<file path="config.mk">
export PLATFORM = sky130hd
export DESIGN_NAME = sync_fifo_flat
export DESIGN_NICKNAME = d
export VERILOG_FILES = /design/src/rtl/sync_fifo_if.sv /design/src/rtl/sync_fifo.sv /design/src/flat_wrapper.sv
export SDC_FILE = /design/constraint.sdc
export NUM_CORES = 1
export LEC_CHECK = 0
export ABC_AREA = 1
export BUFFER_PORTS_ARGS = -buffer_cell sky130_fd_sc_hd__buf_2
export CORE_ASPECT_RATIO = 0.5
export CORE_MARGIN = 3
export CORE_UTILIZATION = 63
export DETAILED_ROUTE_END_ITERATION = 8
export MAX_ROUTING_LAYER = met4
export PLACE_DENSITY = 0.83
export SLEW_MARGIN = 10
export SYNTH_ARGS = -nofsm -noshare
export SYNTH_HDL_FRONTEND = slang
export SYNTH_SLANG_ARGS = --single-unit
</file>
<file path="constraint.sdc">
create_clock -name clk -period 6.1 [get_ports clk]
set_clock_uncertainty 0.2 [all_clocks]
set_input_delay 0.305 -clock clk [delete_from_list [all_inputs] [get_ports clk]]
set_output_delay 0.305 -clock clk [all_outputs]
set_load 0.01 [all_outputs]
</file>
<file path="src/rtl/sync_fifo_if.sv">
// Write/read handshake and status bundle for sync_fifo.
// master = the FIFO user, slave = the FIFO itself.
interface sync_fifo_if #(
    parameter int DATA_WIDTH = 16,
    parameter int ADDR_WIDTH = 3
);
    logic                  wr_en;
    logic [DATA_WIDTH-1:0] wr_data;
    logic                  rd_en;
    logic [DATA_WIDTH-1:0] rd_data;
    logic                  full;
    logic                  empty;
    logic                  almost_full;
    logic                  almost_empty;
    logic [ADDR_WIDTH:0]   level;
    logic                  overflow;
    logic                  underflow;

    modport master (
        output wr_en, wr_data, rd_en,
        input  rd_data, full, empty, almost_full, almost_empty, level, overflow, underflow
    );

    modport slave (
        input  wr_en, wr_data, rd_en,
        output rd_data, full, empty, almost_full, almost_empty, level, overflow, underflow
    );
endinterface

</file>
<file path="src/rtl/sync_fifo.sv">
// Single-clock FIFO with wrap-bit binary pointers, threshold flags,
// error pulses and selectable registered or first-word-fall-through read.
module sync_fifo #(
    parameter int DATA_WIDTH    = 16,
    parameter int FIFO_DEPTH    = 8,
    parameter int ADDR_WIDTH    = 3,
    parameter int AFULL_THRESH  = 6,
    parameter int AEMPTY_THRESH = 2,
    parameter int FWFT          = 0
) (
    input logic       clk,
    input logic       rst,
    sync_fifo_if.slave fif
);
    localparam logic [ADDR_WIDTH:0] AFULL_LVL  = (ADDR_WIDTH+1)'(AFULL_THRESH);
    localparam logic [ADDR_WIDTH:0] AEMPTY_LVL = (ADDR_WIDTH+1)'(AEMPTY_THRESH);
    localparam logic [ADDR_WIDTH:0] PTR_ONE    = (ADDR_WIDTH+1)'(1);

    logic [DATA_WIDTH-1:0] mem [FIFO_DEPTH];
    logic [ADDR_WIDTH:0]   wr_ptr;
    logic [ADDR_WIDTH:0]   rd_ptr;
    logic [ADDR_WIDTH:0]   level;
    logic                  full;
    logic                  empty;
    logic                  wr_acc;
    logic                  rd_acc;
    logic [DATA_WIDTH-1:0] head;
    logic [DATA_WIDTH-1:0] rd_q;
    logic                  ovf_q;
    logic                  unf_q;

    // Accept decisions use pre-edge flags; reset blocks any memory write too.
    always_comb begin
        level  = wr_ptr - rd_ptr;
        empty  = (wr_ptr == rd_ptr);
        full   = (wr_ptr[ADDR_WIDTH] != rd_ptr[ADDR_WIDTH]) &&
                 (wr_ptr[ADDR_WIDTH-1:0] == rd_ptr[ADDR_WIDTH-1:0]);
        wr_acc = fif.wr_en & ~full & ~rst;
        rd_acc = fif.rd_en & ~empty;
        head   = mem[rd_ptr[ADDR_WIDTH-1:0]];
    end

    always_ff @(posedge clk) begin
        if (rst) begin
            wr_ptr <= '0;
            rd_ptr <= '0;
            rd_q   <= '0;
            ovf_q  <= 1'b0;
            unf_q  <= 1'b0;
        end else begin
            if (wr_acc) wr_ptr <= wr_ptr + PTR_ONE;
            if (rd_acc) begin
                rd_ptr <= rd_ptr + PTR_ONE;
                rd_q   <= head;
            end
            ovf_q <= fif.wr_en & full;
            unf_q <= fif.rd_en & empty;
        end
    end

    always_ff @(posedge clk) begin
        if (wr_acc) mem[wr_ptr[ADDR_WIDTH-1:0]] <= fif.wr_data;
    end

    always_comb begin
        fif.full         = full;
        fif.empty        = empty;
        fif.level        = level;
        fif.almost_full  = (level >= AFULL_LVL);
        fif.almost_empty = (level <= AEMPTY_LVL);
        fif.overflow     = ovf_q;
        fif.underflow    = unf_q;
        if (FWFT != 0) fif.rd_data = empty ? '0 : head;
        else           fif.rd_data = rd_q;
    end
endmodule

</file>
<file path="src/flat_wrapper.sv">
// flat-port wrapper written by rule: the top's interface ports become plain ports
module sync_fifo_flat 
#(
    parameter int DATA_WIDTH    = 16,
    parameter int FIFO_DEPTH    = 8,
    parameter int ADDR_WIDTH    = 3,
    parameter int AFULL_THRESH  = 6,
    parameter int AEMPTY_THRESH = 2,
    parameter int FWFT          = 0
)
  (clk, rst, fif_wr_en, fif_wr_data, fif_rd_en, fif_rd_data, fif_full, fif_empty, fif_almost_full, fif_almost_empty, fif_level, fif_overflow, fif_underflow);
  sync_fifo_if #(.DATA_WIDTH(DATA_WIDTH), .ADDR_WIDTH(ADDR_WIDTH)) fif_i ();
  input logic clk;
  input logic rst;
  input wire logic [$bits(fif_i.wr_en)-1:0] fif_wr_en;
  input wire logic [$bits(fif_i.wr_data)-1:0] fif_wr_data;
  input wire logic [$bits(fif_i.rd_en)-1:0] fif_rd_en;
  output wire logic [$bits(fif_i.rd_data)-1:0] fif_rd_data;
  output wire logic [$bits(fif_i.full)-1:0] fif_full;
  output wire logic [$bits(fif_i.empty)-1:0] fif_empty;
  output wire logic [$bits(fif_i.almost_full)-1:0] fif_almost_full;
  output wire logic [$bits(fif_i.almost_empty)-1:0] fif_almost_empty;
  output wire logic [$bits(fif_i.level)-1:0] fif_level;
  output wire logic [$bits(fif_i.overflow)-1:0] fif_overflow;
  output wire logic [$bits(fif_i.underflow)-1:0] fif_underflow;
  assign fif_i.wr_en = fif_wr_en;
  assign fif_i.wr_data = fif_wr_data;
  assign fif_i.rd_en = fif_rd_en;
  assign fif_rd_data = fif_i.rd_data;
  assign fif_full = fif_i.full;
  assign fif_empty = fif_i.empty;
  assign fif_almost_full = fif_i.almost_full;
  assign fif_almost_empty = fif_i.almost_empty;
  assign fif_level = fif_i.level;
  assign fif_overflow = fif_i.overflow;
  assign fif_underflow = fif_i.underflow;
  sync_fifo #(.DATA_WIDTH(DATA_WIDTH), .FIFO_DEPTH(FIFO_DEPTH), .ADDR_WIDTH(ADDR_WIDTH), .AFULL_THRESH(AFULL_THRESH), .AEMPTY_THRESH(AEMPTY_THRESH), .FWFT(FWFT)) u_core (.clk(clk), .rst(rst), .fif(fif_i));
endmodule
</file>
==> impl_metrics.yaml, run 1 <==
floorplan:
  die_h_um: 78.2
  start_util_pct: 67.2
  core-area_sq_mm: 0.00979
  dieArea_sq_mm: 0.0118
  ios: 46
  num_rows: 25
  die_x_um: 150
logic_synthesis:
  synth_area_per_cell_sq_um: 10.1
  netlist.area_leader.share_pct: 58.4
  synthTopCellsByArea: "edfxtp_1 (58%), nand2_1 (11%), dfxtp_1 (7.9%)"
  yosys.area.top_type: "edfxtp_1"
  synth_cells: 652
  synth_cell_types: 24
  ys_ff_latch: 154
  ys_seq_area_share_pct: 66.4
  synthesis.nets: 678
  synth-warning-count: 0
  syn_area_sq_mm: 0.00658
timing:
  period_minus_slack_ns: 3.80
  final.period_utilization_pct: 62.3
  hold_viol_final: 0
  finalSetupTns_ns: 0
  max_slew_margin_pct: 21.7
  worst_pin_slew_ns: 1.17
  maxClockFrequency_mhz: 263
  setup_viol: 0
  rsz0062_at_grt: "no"
  drv_slew: 0
  fin_ws_ns: 2.30
  whs_ns: 0.0153
placement:
  place_ws_ns: 2.40
  io_buffers: 45
  placed_cells_incl_taps: 814
  place_area_sq_mm: 0.00690
  gp_congestion: 0.865
  dp_hpwl_um: 8530
grt:
  globalRoute.totalOverflow: 0
  grt_usage_pct: 29.7
  grt_pass1_vias: 4791
  grt_max_degree: 69
  grt_antenna_before_repair: 0
  grt_pass1_wl_um: 25200
flow_run:
  cap_violations: 0
power_and_ir_drop:
  peakVddDrop_uv: 234
  power.leakage_nw: 3.34
  sequentialPowerShare_pct: 43.1
  internal-power_w: 0.00202
  pwr-share-clk_pct: 40.8
  power.density_mw_per_mm2: 358
  p_sw_w: 0.000739
  comb_power_share_pct: 16.1
  swShare_pct: 26.8
clocking:
  root_buffer: "clkbuf_16"
  numCtsBuffers: 17
  cts.sinks: 154
  h-tree-depth: 4
  clockBufferDepth: 2
  cts_resized: 0
  clk-insertion-delay-late_ns: 0.43
  path_clk_slew_ns: 0.06
  cts_tree: "yes"
worst_setup_path:
  cp_slowest_stage_delay_ns: 0.88
  criticalPathCategory: "register to register"
  r2r_setup_slack_ns: 2.30
  cp_max_fo: 34
  crit_required_ns: 6.02
  critPathLaunchType: "register"
  cp-end-kind: "register"
  worstPathArrival_ns: 3.72
  worst_path_max_delay_cell: "clkinv_1"
  crit_chain: "clkinv_1 > ha_1 > nand3_1 > nor2_1 > inv_2 > nand2_4 > inv_2 > nand2_1 > nor2_1 > buf_4"
  cpLargestDelayFamily: "buffers and inverters"
  cp_num_buf_inv: 4
drt:
  via_count: 4956
  vias_per_cell: 5.74
  drc: 0
  drtIter0Drc: 760
  wire_per_inst_um: 18.4
  drtPass1Iterations: 6
  drt_wl_total_um: 15900
  ant_nets: 0
cells_and_area:
  layout.cells.non_filler: 863
  drive_gt1_share_pct: 13.9
  stdcell_area_sq_mm: 0.00769
  syn_to_final_growth_pct: 17.0
  diodes: 0
  nets: 741
min_path:
  worstHoldPathType: "input pin to register"
run_status:
  status: "complete, no violations"
## synthesized netlist by cell type
cell        n
nand2_1   193
edfxtp_1  128
inv_1     106
nand3_1   101
dfxtp_1    26
a21oi_1    24
buf_2      19
nor2_1     12
ha_1        5
inv_2       5
xor2_1      5
buf_4       4
o21ai_0     4
clkbuf_1    3
nand2_2     3
nand2_4     3
buf_6       2
clkinv_1    2
nor3_1      2
buf_1       1
fa_1        1
inv_4       1
or2_2       1
xnor2_1     1
## cells by family (layout without fill, tap and decap cells)
family	Yosys count	after routing	share of synthesized area, %
AO/OA/AOI/OAI	28	28	2.13
XOR/XNOR	6	6	0.799
adder cells (fa/ha/maj)	6	6	1.26
buffers and inverters	143	219	9.02
flip-flops	154	154	66.4
AND/OR/NAND/NOR	315	315	20.4
## placed cells by master, fill, tap and decap left out
master and n:
buf_2 45, xor2_1 5, nor3_2 1, nand2_2 3, fa_1 1, clkinv_2 3, o21ai_0 4, ha_1 5
a21oi_1 24, clkinvlp_4 2, nor2_1 12, nor3_1 1, inv_6 1, buf_4 11, dlygate4sd3_1 17, clkinv_1 2
dfxtp_1 25, nand3_1 101, bufinv_16 4, clkinv_4 1, nand2_4 3, xnor2_1 1, nand2_1 193, inv_2 5
inv_1 106, clkbuf_8 2, or2_2 1, clkbuf_16 17, inv_4 1, edfxtp_1 128, dfxtp_2 1, clkbuf_1 2
## sequential cells by signal, indices dropped and copies added, names as in the netlist
name,flops
u_core.fif.rd_data,16
u_core.rd_ptr,4
u_core.fif.overflow,1
u_core.mem,128
u_core.wr_ptr,4
u_core.fif.underflow,1
## routing by layer
| layer | wire length [um] | GRT usage, % | vias up | part of all wire (%) |
|---|---|---|---|---|
| met5 | 0 | - | - | 0 |
| met4 | 479 | 13.5 | 0 | 3.0 |
| met3 | 1770 | 6.00 | 49 | 11 |
| met2 | 7440 | 45.8 | 352 | 47 |
| met1 | 6170 | 38.9 | 2326 | 39 |
| li1 | - | - | 2229 | - |
## area by class of cell
type                    instances  area (sq um)
flip-flops and latches        154          4370
fillers                       537          2100
multi-input cells             355          1620
repair buffers                 73           478
clock buffers                  21           460
inverters                     114           430
well taps                     135           169
clock inverters                11           168
## power groups by stage
stage	Combinational (W)	Clock [W]	Sequential (W)
after floorplan	0.000287	0	0.00122
after global placement	0.000408	0	0.00121
after detailed placement	0.000420	0	0.00121
after CTS	0.000437	0.00112	0.00119
after global routing	0.000491	0.00117	0.00119
final	0.000445	0.00112	0.00119
## per-stage QoR
step	util, %	total power [W]
after floorplan	-	0.00150
after global placement	70.4	0.00161
after detailed placement	70.4	0.00163
after CTS	78.6	0.00274
after global routing	78.6	0.00285
final	78.6	0.00276
## final timing paths
kind / start / to / cells after the start
max: u_core.rd_ptr[1]$_SDFFE_PP0P_ / u_core.mem[1][2]$_DFFE_PP_ / 10
min: fif_wr_data[9] / u_core.mem[1][9]$_DFFE_PP_ / 1
max reg2reg: u_core.rd_ptr[1]$_SDFFE_PP0P_ / u_core.mem[1][2]$_DFFE_PP_ / 10
min reg2reg: u_core.fif.rd_data[9]$_SDFFE_PP0P_ / u_core.fif.rd_data[9]$_SDFFE_PP0P_ / 2
## timing repair
action	CTS	global route
buffers inserted	0	0
setup endpoints to repair	0	0
hold buffers	17	0
hold endpoints to repair	118	0
Power figures use the tool's default switching activity.
==> run 2: changes to the inputs <==
- CORE_UTILIZATION: 63 -> 54
- PLACE_DENSITY: 0.83 -> 0.75
- clock period: 6.1 -> 3.1 ns (I/O delays scaled with it)
==> run 2 against run 1 <==
Non-clock buffer count up 9. Critical path depth down 2. Count of clock-buffer cells in the layout down 4. Power up 92%. Via count down 3.9%. Register-to-register slack worse by 1.5 ns. Flip-flop and latch count unchanged. Core utilization down 11 points. Design area up 1.0%. First-iteration DRC count down 39%. Sequential share of layout area down 0.58 points.
==> impl_metrics.yaml, run 2 (same netlist as run 1, synthesis figures left out) <==
clocking:
  numCtsBuffers: 17
  cts.sinks: 154
  cts_tree: "yes"
  cts_resized: 0
  cts_hold_buf: 18
  h-tree-depth: 4
  clockBufferDepth: 2
  root_buffer: "clkbuf_16"
  path_clk_slew_ns: 0.06
  post_cts_buffers: 0
  clk-insertion-delay-late_ns: 0.42
worst_setup_path:
  cp_slowest_stage_delay_ns: 0.40
  r2r_setup_slack_ns: 0.83
  critPathMostFrequentCell: "inv_1"
  worstPathArrival_ns: 2.24
  critPathLaunchType: "register"
  cp_num_buf_inv: 3
  worst_r2r_path_depth: 10
  cpLargestDelayFamily: "adder cells"
  cp_max_fo: 5
  crit_required_ns: 2.74
  cp-end-kind: "primary output"
  criticalPathCategory: "register to primary output"
  crit_chain: "inv_1 > ha_1 > fa_1 > xnor2_1 > inv_1 > nor2_1 > or2_2 > buf_2"
  rr_startpoint: "u_core.wr_ptr[0]$_SDFFE_PP0P_"
  worstReg2RegEnd: "u_core.mem[6][11]$_DFFE_PP_"
  worst_path_max_delay_cell: "dfxtp_1"
timing:
  setup_viol: 0
  max_slew_margin_pct: 61.0
  hold_viol_final: 0
  drv_slew: 0
  final.period_utilization_pct: 83.7
  worst_pin_slew_ns: 0.584
  finalSetupTns_ns: 0
  period_minus_slack_ns: 2.59
  maxClockFrequency_mhz: 385
  rsz0062_at_grt: "no"
floorplan:
  ios: 46
  start_util_pct: 57.6
  die_h_um: 84.0
  num_rows: 27
  die_x_um: 162
  core-area_sq_mm: 0.0114
  dieArea_sq_mm: 0.0136
min_path:
  hold_path_depth: 2
  hold_path_end: "u_core.fif.rd_data[15]$_SDFFE_PP0P_"
  worstHoldPathType: "input pin to register"
  hold_start: "rst"
drt:
  vias_per_cell: 5.32
  drc: 0
  via_count: 4764
  ant_nets: 0
  wire_per_inst_um: 17.2
  drt_wl_total_um: 15400
  drtPass1Iterations: 5
  drtIter0Drc: 465
run_status:
  status: "complete, no violations"
cells_and_area:
  syn_to_final_growth_pct: 18.2
  multi_input_area_sq_mm: 0.00162
  final_common_cell: "nand2_1"
  fill_cells: 875
  layout.cells.non_filler: 896
  final_cell_mix: "nand2_1 (193), edfxtp_1 (128), inv_1 (106)"
  drive_gt1_share_pct: 15.1
  largest_reg_flops: 128
  diodes: 0
  layout.area.seq_sq_mm: 0.00437
  nets: 750
placement:
  placed_cells_incl_taps: 846
  dp_hpwl_um: 9300
  gp_congestion: 0.832
  io_buffers: 45
power_and_ir_drop:
  power.leakage_nw: 3.37
  power.density_mw_per_mm2: 681
  peakVddDrop_uv: 414
grt:
  globalRoute.totalOverflow: 0
  grt_max_degree: 41
  grt_antenna_before_repair: 0
  grt_pass1_vias: 4662
  grt_usage_pct: 24.5
  grt_pass1_wl_um: 24600
flow_run:
  cap_violations: 0
==> run 2: cell count changes in the layout (fill, tap and decap cells not counted), sizes merged <==
cell         previous run  this run
buf                    56        64
bufinv                  4         2
clkbuf                 21        17
clkinv                  6         8
clkinvlp                2         3
dlygate4sd3            17        18
inv                   113       116
==> run 2: metal layers <==
layer	up-vias	track usage (%)	wire, um
li1	2247	-	-
met1	2252	31.7	6540
met2	235	37.6	7120
met3	30	7.63	1490
met4	0	6.97	256
met5	-	-	0
==> run 2: report_power, final <==
group | switching [W] | internal (W) | total [W]
clock network | 0.000872 | 0.00120 | 0.00207
logic | 0.000597 | 0.000288 | 0.000885
registers | 0.0000287 | 0.00230 | 0.00233
==> run 2: worst max path at each step <==
| stage | cells past startpoint | end | slack [ns] | startpoint |
|---|---|---|---|---|
| floorplan | 11 | u_core.mem[0][0]$_DFFE_PP_ | 0.17 | u_core.rd_ptr[1]$_SDFFE_PP0P_ |
| global placement | 10 | u_core.mem[6][10]$_DFFE_PP_ | 0.93 | u_core.wr_ptr[0]$_SDFFE_PP0P_ |
| detailed placement | 10 | u_core.mem[6][13]$_DFFE_PP_ | 0.85 | u_core.wr_ptr[0]$_SDFFE_PP0P_ |
| CTS | 8 | fif_almost_full | 0.52 | u_core.wr_ptr[0]$_SDFFE_PP0P_ |
| global route | 8 | fif_almost_full | 0.40 | u_core.wr_ptr[0]$_SDFFE_PP0P_ |
| finish | 8 | fif_almost_full | 0.51 | u_core.wr_ptr[0]$_SDFFE_PP0P_ |
==> run 2: worst register-to-register path, delay by kind of cell, from the launching register on <==
family,cells,cell delay [ns]
adder cells (fa/ha/maj),1,0.32
buffers and inverters,4,0.57
flip-flops,1,0.40
AND/OR/NAND/NOR,5,0.45
==> run 2: per-stage QoR <==
stage / power, W / hold slack (ns) / setup slack (ns) / area (sq um) / util [%]
3_3_place_gp: 0.00320 / 0.224 / 0.935 / 7000 / 61.3
4_1_cts: 0.00529 / 0.0438 / 0.519 / 7770 / 68.1
2_1_floorplan: 0.00296 / 0.0241 / 0.172 / 6580 / -
5_1_grt: 0.00550 / 0.0584 / 0.404 / 7770 / 68.1
6_report: 0.00529 / 0.0428 / 0.506 / 7770 / 68.1
3_5_place_dp: 0.00323 / 0.231 / 0.851 / 7000 / 61.3
==> run 2: final cells by class <==
| class | count | share of cell area [%] |
|---|---|---|
| Inverter | 114 | 5.54 |
| Sequential cell | 154 | 56.2 |
| Multi-Input combinational cell | 355 | 20.9 |
| Timing Repair Buffer | 82 | 7.21 |
| Tap cell | 159 | 2.56 |
| Clock inverter | 15 | 2.17 |
| Clock buffer | 17 | 5.47 |
==> run 3: changes to the inputs <==
- CORE_UTILIZATION: 54 -> 60
- PLACE_DENSITY: 0.75 -> 0.79
- clock period: 3.1 -> 2.4 ns (I/O delays scaled with it)
==> run 3 against run 2 <==
Flip-flop and latch count unchanged. Core utilization increased by 8.0 points. Worst hold slack improved by 0.22 ns. Largest cell class unchanged. Critical endpoint unchanged. Sequential share of layout area decreased by 1.1 points. Count of clock-buffer cells in the layout increased by 6. Largest power group unchanged. Die area decreased by 9.5%. Design area increased by 2.2%. Critical path depth decreased by 2. Sequential power increased by 30%. Combinational power increased by 32%. Non-clock buffer count increased by 3. Power increased by 27%.
==> impl_metrics.yaml, run 3 (same netlist as run 1, synthesis figures left out) <==
drt:
  ant_nets: 0
  drt_wl_total_um: 15200
  wire_per_inst_um: 17.3
  via_count: 4786
  drtPass1Iterations: 7
  vias_per_cell: 5.44
  drtIter0Drc: 465
  drc: 0
grt:
  grt_pass1_vias: 4745
  globalRoute.totalOverflow: 0
  grt_usage_pct: 27.0
  grt_max_degree: 68
  grt_pass1_wl_um: 24300
  grt_antenna_before_repair: 0
worst_setup_path:
  worstPathArrival_ns: 1.99
  criticalPathCategory: "register to primary output"
  worst_path_max_delay_cell: "fa_2"
  crit_chain: "inv_1 > ha_2 > fa_2 > nor2_1 > or2_2 > buf_2"
  critPathLaunchType: "register"
  crit_required_ns: 2.08
  r2r_setup_slack_ns: 0.16
  cp_max_fo: 3
  cp-end-kind: "primary output"
  cp_slowest_stage_delay_ns: 0.54
timing:
  rsz0062_at_grt: "no"
  drv_slew: 0
  worst_pin_slew_ns: 0.748
  hold_viol_final: 0
  period_minus_slack_ns: 2.31
  maxClockFrequency_mhz: 433
  setup_viol: 0
  final.period_utilization_pct: 96.2
  max_slew_margin_pct: 50.2
  finalSetupTns_ns: 0
placement:
  io_buffers: 45
  gp_congestion: 0.862
  placed_cells_incl_taps: 829
  dp_hpwl_um: 8810
flow_run:
  cap_violations: 0
floorplan:
  ios: 46
  core-area_sq_mm: 0.0104
  die_x_um: 154
  num_rows: 26
  start_util_pct: 63.0
  dieArea_sq_mm: 0.0123
  die_h_um: 80.0
cells_and_area:
  diodes: 0
  drive_gt1_share_pct: 17.7
  layout.cells.non_filler: 880
  syn_to_final_growth_pct: 20.8
  final_common_cell: "nand2_1"
  final_cell_mix: "nand2_1 (193), edfxtp_1 (128), inv_1 (105)"
  nets: 753
  largest_reg_flops: 128
clocking:
  clk-insertion-delay-late_ns: 0.41
  path_clk_slew_ns: 0.06
  root_buffer: "clkbuf_16"
  cts_tree: "yes"
  clockBufferDepth: 2
  cts.sinks: 154
  h-tree-depth: 4
  numCtsBuffers: 17
power_and_ir_drop:
  power.density_mw_per_mm2: 847
  power.leakage_nw: 3.40
  total_power_w: 0.00673
  peakVddDrop_uv: 551
run_status:
  status: "complete, no violations"
min_path:
  worstHoldPathType: "register to register"
==> run 3: cell count changes in the layout (fill, tap and decap cells not counted), sizes merged <==
cell	before	now
clkinv	8	4
clkbuf	17	23
clkinvlp	3	5
bufinv	2	1
inv	116	113
buf	64	66
dlygate4sd3	18	19
==> run 3: critical path: cells and delay by family (launching register included) <==
kind	cells	cell delay (ns)
fa+ha+maj	2	0.73
flops	1	0.33
simple gates	2	0.33
buf+inv	2	0.19
==> run 3: layout make-up <==
type,count,area (sq um)
clock buffers,23,478
clock inverters,9,90.1
fillers,655,2500
inverters,114,439
multi-input cells,355,1740
flip-flops and latches,154,4370
well taps,140,175
repair buffers,85,648
==> run 3: metal layers <==
layer	wire [um]	share of wire (%)	track usage [%]	vias to the layer above
met5	0	0	-	-
met1	6440	42	34.5	2263
met3	1270	8.3	4.93	29
li1	-	-	-	2258
met4	290	1.9	12.9	0
met2	7240	47	42.6	236
==> run 3: power by group <==
group          switching, W  internal (W)
clock               0.00102       0.00151
combinational      0.000772      0.000399
sequential        0.0000424       0.00298
==> run 3: through the flow <==
step | hold slack (ns) | utilization (%) | setup slack (ns) | instance area (sq um)
2_1_floorplan | -0.0109 | - | 0.00962 | 6720
3_3_place_gp | 0.187 | 68.7 | 0.238 | 7180
3_5_place_dp | 0.181 | 68.7 | 0.152 | 7180
4_1_cts | 0.263 | 76.0 | 0.000771 | 7940
5_1_grt | 0.288 | 76.1 | 0.0157 | 7940
6_report | 0.259 | 76.1 | 0.0906 | 7940
==> run 3: final timing paths <==
| check | cells past startpoint | start | to |
|---|---|---|---|
| max | 6 | u_core.wr_ptr[0]$_SDFFE_PP0P_ | fif_almost_full |
| min | 2 | u_core.fif.rd_data[2]$_SDFFE_PP0P_ | u_core.fif.rd_data[2]$_SDFFE_PP0P_ |
| max reg2reg | 10 | u_core.wr_ptr[0]$_SDFFE_PP0P_ | u_core.mem[5][12]$_DFFE_PP_ |
| min reg2reg | 2 | u_core.fif.rd_data[2]$_SDFFE_PP0P_ | u_core.fif.rd_data[2]$_SDFFE_PP0P_ |
==> run 3: repair_timing <==
action,4_1_cts,5_1_grt
endpoints found under the setup margin,2,3
resized for setup,3,5
cloned,0,0
hold endpoints to repair,142,0
setup buffers,0,0
hold buffers,19,0
